`src/rtl/ofdm_tx_mapper.sv`:
```
// ofdm_tx_mapper: builds one OFDM frequency-domain frame in a single-port spectrum buffer.
// A build clears the whole buffer. It then writes bins 20..120, each followed by its
// Hermitian mirror FFT_LEN-k. Pilots go on bins 20, 21, 54, 87 and 120. The remaining
// bins carry the 96 payload bits as BPSK, MSB-first within each byte.
//
// Ports:
//   clk, rst_n   clock, synchronous active-low reset
//   start        request a build (accepted only while idle), data latched on accept
//   data[95:0]   payload
//   clear        clears the sticky finish flag
//   busy         build in progress
//   finish       sticky build-complete flag
//   ce, wre      buffer clock/write enable (always equal)
//   ad[10:0]     buffer address
//   din[31:0]    buffer write data {re, im}, im always zero
module ofdm_tx_mapper #(
    parameter int unsigned FFT_LEN         = 1024,
    parameter logic [15:0] PILOT_AMPLITUDE = 16'h4000,
    parameter logic [15:0] DATA_AMPLITUDE  = 16'h4000
) (
    input  logic        clk,
    input  logic        rst_n,
    input  logic        start,
    input  logic [95:0] data,
    input  logic        clear,
    output logic        busy,
    output logic        finish,
    output logic        ce,
    output logic        wre,
    output logic [10:0] ad,
    output logic [31:0] din
);

    localparam logic [15:0] DataNeg = ~DATA_AMPLITUDE + 16'd1;
    localparam logic [10:0] LastAd  = 11'(FFT_LEN - 1);
    // Truncates to 0 when FFT_LEN = 2048, so 0 - k still yields 2048 - k mod 2^11.
    localparam logic [10:0] LenAd   = 11'(FFT_LEN);
    localparam logic [6:0]  KFirst  = 7'd20;
    localparam logic [6:0]  KLast   = 7'd120;

    typedef enum logic [1:0] {StIdle, StZero, StMap, StDone} state_e;

    state_e       state_q, state_d;
    logic         busy_q, busy_d;
    logic         finish_q, finish_d;
    logic         ce_q, ce_d;
    logic [10:0]  ad_q, ad_d;
    logic [31:0]  din_q, din_d;
    logic [95:0]  data_q, data_d;
    logic [6:0]   k_q, k_d;        // current bin
    logic [6:0]   j_q, j_d;        // number of data bins before the current bin
    logic         mirror_q, mirror_d;

    function automatic logic is_pilot(input logic [6:0] k);
        return (k == 7'd20) || (k == 7'd21) || (k == 7'd54) || (k == 7'd87) || (k == 7'd120);
    endfunction

    function automatic logic [31:0] bin_word(input logic [6:0] k, input logic [6:0] j,
                                             input logic [95:0] d);
        logic [6:0] idx;
        logic       bit_v;
        idx   = j ^ 7'd7;  // MSB-first within each byte
        bit_v = (idx < 7'd96) ? d[idx] : 1'b0;
        if (is_pilot(k)) begin
            return {PILOT_AMPLITUDE, 16'h0000};
        end else if (bit_v) begin
            return {DATA_AMPLITUDE, 16'h0000};
        end else begin
            return {DataNeg, 16'h0000};
        end
    endfunction

    always_comb begin
        state_d  = state_q;
        busy_d   = busy_q;
        finish_d = finish_q;
        ce_d     = ce_q;
        ad_d     = ad_q;
        din_d    = din_q;
        data_d   = data_q;
        k_d      = k_q;
        j_d      = j_q;
        mirror_d = mirror_q;

        if (clear) begin
            finish_d = 1'b0;
        end

        unique case (state_q)
            StIdle: begin
                if (start) begin
                    data_d   = data;
                    finish_d = 1'b0;
                    busy_d   = 1'b1;
                    ce_d     = 1'b1;
                    ad_d     = 11'd0;
                    din_d    = 32'h0;
                    state_d  = StZero;
                end
            end
            StZero: begin
                if (ad_q == LastAd) begin
                    state_d  = StMap;
                    k_d      = KFirst;
                    j_d      = 7'd0;
                    mirror_d = 1'b0;
                    ad_d     = {4'd0, KFirst};
                    din_d    = bin_word(KFirst, 7'd0, data_q);
                end else begin
                    ad_d = ad_q + 11'd1;
                end
            end
            StMap: begin
                if (!mirror_q) begin
                    ad_d     = LenAd - {4'd0, k_q};
                    mirror_d = 1'b1;
                end else if (k_q == KLast) begin
                    // Set wins over a simultaneous clear.
                    state_d  = StDone;
                    ce_d     = 1'b0;
                    busy_d   = 1'b0;
                    finish_d = 1'b1;
                end else begin
                    k_d      = k_q + 7'd1;
                    j_d      = j_q + {6'd0, ~is_pilot(k_q)};
                    ad_d     = {4'd0, k_d};
                    din_d    = bin_word(k_d, j_d, data_q);
                    mirror_d = 1'b0;
                end
            end
            StDone: begin
                finish_d = 1'b1;
                state_d  = StIdle;
            end
            default: state_d = StIdle;
        endcase
    end

    always_ff @(posedge clk) begin
        if (!rst_n) begin
            state_q  <= StIdle;
            busy_q   <= 1'b0;
            finish_q <= 1'b0;
            ce_q     <= 1'b0;
            ad_q     <= 11'd0;
            din_q    <= 32'h0;
            data_q   <= 96'h0;
            k_q      <= 7'd0;
            j_q      <= 7'd0;
            mirror_q <= 1'b0;
        end else begin
            state_q  <= state_d;
            busy_q   <= busy_d;
            finish_q <= finish_d;
            ce_q     <= ce_d;
            ad_q     <= ad_d;
            din_q    <= din_d;
            data_q   <= data_d;
            k_q      <= k_d;
            j_q      <= j_d;
            mirror_q <= mirror_d;
        end
    end

    assign busy   = busy_q;
    assign finish = finish_q;
    assign ce     = ce_q;
    assign wre    = ce_q;
    assign ad     = ad_q;
    assign din    = din_q;

endmodule

```
`config.mk`:
```
export PLATFORM = sky130hd
export DESIGN_NAME = ofdm_tx_mapper
export DESIGN_NICKNAME = d
export VERILOG_FILES = /design/src/rtl/ofdm_tx_mapper.sv
export SDC_FILE = /design/constraint.sdc
export NUM_CORES = 1
export LEC_CHECK = 0
export ABC_AREA = 0
export CELL_PAD_IN_SITES_DETAIL_PLACEMENT = 0
export CELL_PAD_IN_SITES_GLOBAL_PLACEMENT = 1
export CORE_MARGIN = 5
export CORE_UTILIZATION = 40
export DETAILED_ROUTE_END_ITERATION = 8
export GPL_ROUTABILITY_DRIVEN = 0
export GPL_TIMING_DRIVEN = 0
export HOLD_SLACK_MARGIN = 0.05
export PLACE_DENSITY_LB_ADDON = 0.1
export SETUP_SLACK_MARGIN = 0.15
export SKIP_CTS_REPAIR_TIMING = 1
export SLEW_MARGIN = 10
export SYNTH_ARGS = -nofsm -noshare
export SYNTH_HDL_FRONTEND = slang
export SYNTH_SLANG_ARGS = --single-unit
```
`constraint.sdc`:
```
create_clock -name clk -period 9.2 [get_ports clk]
set_input_delay 2.3 -clock clk [delete_from_list [all_inputs] [get_ports clk]]
set_output_delay 2.3 -clock clk [all_outputs]
set_load 0.02 [all_outputs]
```
; After elaboration in Yosys (flattened, before gate mapping)
; Cells that the tools add are included.
[op_classes]
n_reduce_logical = 19
muxes = 41
n_bitwise = 2
n_eq_ne = 20
addsub = 4
magnitude_cmp = 2
[op_table]
columns = cell, n
row1 = $mux 32, 6
row2 = $pmux 32 s3, 1
row3 = $mux 11, 4
row4 = $mux 7, 6
row5 = $pmux 11 s3, 1
row6 = $eq 7x5->1 const B, 4
row7 = $eq 7x7->1 const B, 4
row8 = $pmux 7 s2, 2
row9 = $eq 7x6->1 const B, 2
row10 = $mux 1, 12
row11 = $reduce_and 4->1, 3
row12 = $add 11x1->11 const B, 1
row13 = $eq 11x10->1 const B, 1
row14 = $sub 11x7->11 const A, 1
row15 = $ne 2x2->1 const B, 5
row16 = $logic_or 1x1->1, 8
row17 = $lt 7x8->1 const B, 1
row18 = $mux 2, 4
row19 = $pmux 2 s4, 1
row20 = $add 7x1->7, 1
row21 = $add 7x1->7 const B, 1
row22 = $bmux 1 s7, 1
row23 = $lt 7x7->1 const B, 1
row24 = $reduce_and 5->1, 1
row25 = other kinds (12), 16
[totals]
wordCells = 97
out_inout_bits = 47
in_bits = 100
reg_bits = 158

; Depth between registers and ports, before layout
[logic_depth]
depth_word = 16
depth_mapped = 19
mapped_depth_nobuf = 15

; Worst setup path before layout
; OpenSTA, ideal clock, no wires.
[synth_timing]
path_type = reg2reg
startpoint = register k_q[1]
endpoint = register din_q[31] (netlist: din[31])
n_path_buf = 4
period_less_slack_ps = 3856
required_ps = 9116
setup_ps = 84
stages_incl_launch_ff = 19
arrival_time_ps = 3771
setup_slack_ps = 5344
path_cell_list = dfxtp_1 -> clkbuf_1 -> inv_1 -> ha_1 -> clkbuf_1 -> nor2_1 -> nor2_1 -> a21oi_1 -> o21ai_0 -> a41oi_1 -> ha_1 -> ha_1 -> buf_1 -> clkbuf_1 -> mux4_2 -> a31oi_1 -> o211ai_1 -> a311o_1 -> o31ai_2
[synth_via]
elab_chain_len = 16
elab_cells_between_ends = 33
classes_between = add/sub: 2 / order compare: 1 / eq/ne: 11 / mux: 8 / bitwise: 2 / reduce/logical: 9
[synth_lines]
columns = element, line
row1 = start: declaration, 50  ; logic [6:0] k_q, k_d;
row2 = start signal: assignment, 159  ; k_q <= k_d;
row3 = $eq 7x5->1, 55  ; return (k == 7'd20) || (k == 7'd21) || (k == 7'd54) || (k == 7'd87) || (k == 7'd120);
row4 = $logic_or 1x1->1 (4 in a row), 55
row5 = $not 1->1, 125  ; j_d = j_q + {6'd0, ~is_pilot(k_q)};
row6 = $add 7x1->7, 125
row7 = $not 3->3 (no source line), n/a
row8 = $bmux 1 s7, 63  ; bit_v = (idx < 7'd96) ? d[idx] : 1'b0;
row9 = $mux 1 (implied by the code), 63
row10 = $mux 1, 63
row11 = $mux 32, 66  ; end else if (bit_v) begin
row12 = $mux 32, 64  ; if (is_pilot(k)) begin
row13 = $mux 32, 117  ; end else if (k_q == KLast) begin
row14 = $mux 32, 114  ; if (!mirror_q) begin
row15 = $pmux 32 s3, 89  ; unique case (state_q)
row16 = end signal: assignment, 157  ; din_q <= din_d;
row17 = end: declaration, 48  ; logic [31:0] din_q, din_d;
; Several ways; a longest one is shown, not always the timed one. The select of a mux whose other input is x is not followed.
; A chain may end at the register's enable or synchronous reset.

; Worst setup path in the final report
; Same ends and word-level chain as after synthesis.

==> impl_metrics.toml <==
[status]
status = "finished, final reports clean"

[synth]
synth_seq_cells = 128
netlist-cell-type-count = 67
syn_inst = 829
synthFlopType = "dfxtp_1"
syn-cell-area_um2 = 6735
synth_edf_count = 0
synth-seq-area-share = 0.3805
async_reset_ff_frac = 0
syn_avg_cell_area_um2 = 8.124
yosys_warnings = 0

[drt]
first_pass_iters = 5
drt_iter0_drc = 319
ant_nets = 0
vias = 6188
wl_um = 18460
viasPerCell = 5.051
routedWlPerCell_um = 15.07
drc_errors = 0

[die]
design.die.area_um2 = 19530
die_x_um = 139.8
die_h_um = 139.8
start_util = 0.4076
core_region_area_um2 = 16520
num_rows = 47
io_pins = 147

[timing]
maxSlewHeadroom = 0.4899
fmax_mhz = 196.6
fin_worst_skew_ns = 0.007327
setup_tns_ns = 0
finalSetupViolations = 0
fin_crit_sh = 0.5529
rsz0062_at_grt = "no"
worstMarginPinSlew_ns = 0.7652
layout_min_cycle_time_ns = 5.087
hold_viol = 0
slew_viol_final = 0

[clock_network]
cts_tree = "built"
htree_levels = 4
cts_buffer_depth = 2
clkLatencyLatePin_ns = 0.42
cts_buffers = 17
clock_sinks = 128
clkTransAtPathRegs_ns = 0.06
cts_root_buf = "clkbuf_16"

[power_and_ir_drop]
powerDensity_nw_per_um2 = 235.2
irDropWorstVdd_mv = 0.1527
p_total_mw = 2.087
leakage_nw = 3.411

[global_routing]
grt_max_degree = 17
grt_pass1_vias = 6029
antenna_found_initial = 0
grt_overflow = 0
grt_usage = 0.1858
grt_pass1_wl_um = 29530

[run]
maxCapViolCount = 0

[final_layout]
final_area_um2 = 8875
diodes = 0
syn_to_final_growth_pct = 31.77
mostFrequentLayoutCells = "226 x nand2_1, 128 x dfxtp_1, 125 x a21oi_1"
fin_nets = 1106
final_common_cell = "nand2_1"
drive_above_1_share = 0.1025

[setup_path]
critPathRequiredTime_ns = 9.53
cp-start-kind = "register"
cp-end-kind = "register"
crit_fanout = 10
crit_type = "reg -> reg"
arrival_ns = 5.42

[placed_design]
portBuffers = 116
dp_hpwl_um = 13930
dpl-instance-area_um2 = 8280

[hold_path]
hold_path_class = "reg -> reg"
==> layer usage <==
metal / vias to the layer above / GRT usage / routed length, µm
li1: 3127 / - / -
met1: 2894 / 0.2435 / 8439
met2: 148 / 0.3097 / 8929
met3: 19 / 0.04357 / 897
met4: 0 / 0.04793 / 195
met5: - / 0 / 0
==> sequential cells by signal, indices dropped and copies added (netlist names) <==
name and count:
k_q 7, din 2, j_q 7, state_q 2, data_q 96, finish 1, mirror_q 1, ad 11
ce 1
==> path summary, 6_finish.rpt <==
| path | slack (ns) | end | from | cells after the start |
|---|---|---|---|---|
| hold reg to reg | 0.45 | data_q[33] | data_q[33] | 2 |
| setup / recovery | 4.11 | din[31] | k_q[1] | 18 |
| setup reg to reg | 4.11 | din[31] | k_q[1] | 18 |
| hold / removal | 0.45 | data_q[33] | data_q[33] | 2 |
==> critical path: stages, from the launching register on <==
cell and delay (ns):
dfxtp_1 0.38, clkbuf_1 0.32, inv_1 0.19, ha_1 0.21
clkbuf_1 0.20, nor2_1 0.15, nor2_1 0.04, a21oi_1 0.14
o21ai_0 0.09, a41oi_1 0.30, ha_1 0.30, ha_1 0.14
buf_1 0.54, clkbuf_1 0.65, mux4_2 0.43, a31oi_1 0.18
o211ai_1 0.13, a311o_1 0.40, o31ai_2 0.20
==> where the power goes <==
part,total [mW],leakage [nW],internal (mW),switching [mW]
logic,0.706,2.09,0.284,0.422
clock network,0.680,0.278,0.425,0.256
registers,0.701,1.05,0.648,0.0532
total,2.09,3.41,1.36,0.731
==> kinds of logic (layout without fill, tap and decap cells) <==
kind of cell,Yosys count,after routing,synth area share
and+or+nand+nor,332,332,0.2159
AOI/OAI and AO/OA,193,193,0.1639
DFF,128,128,0.3805
buffers and inverters,106,253,0.08044
muxes,36,36,0.1059
xor gates and xnor gates,20,20,0.02879
adders and majority gates,13,13,0.02415
other,1,30,0.0005568
==> final cells by class <==
cell class	instances	area (µm²)
flip-flops and latches	128	2562
inverters	11	41.29
clock inverters	13	165.2
plain buffers	95	500.5
fillers	1634	7650
repair buffers	116	1161
clock buffers	18	429.2
well taps	220	275.3
multi-input cells	624	3740
==> synthesized netlist by cell type (all sizes together) (7+ instances only) <==
cell	number	area [µm²]
a21oi	125	625.6
buf	49	327.8
clkbuf	46	172.7
dfxtp	128	2562
ha	13	162.7
inv	11	41.29
mux2i	9	90.09
mux4	26	611.8
nand2	226	848.3
nand3	27	140.1
nand3b	7	52.55
nor2	26	97.59
o21ai	27	138.9
xnor2	12	123.9
xor2	8	70.07
==> per-stage QoR <==
stage                     setup slack (ns)  hold WS [ns]  instances  utilization
after global routing                 3.669        0.4678       1225       0.5371
after detailed placement             4.081        0.4431       1194       0.5011
after CTS                            4.058        0.4509       1225       0.5371
final                                4.113        0.4487       1225       0.5371
after global placement               4.074        0.4394       1194       0.5011
after floorplan                      5.344        0.4315        858            -
(Power assumes the default switching activity.)
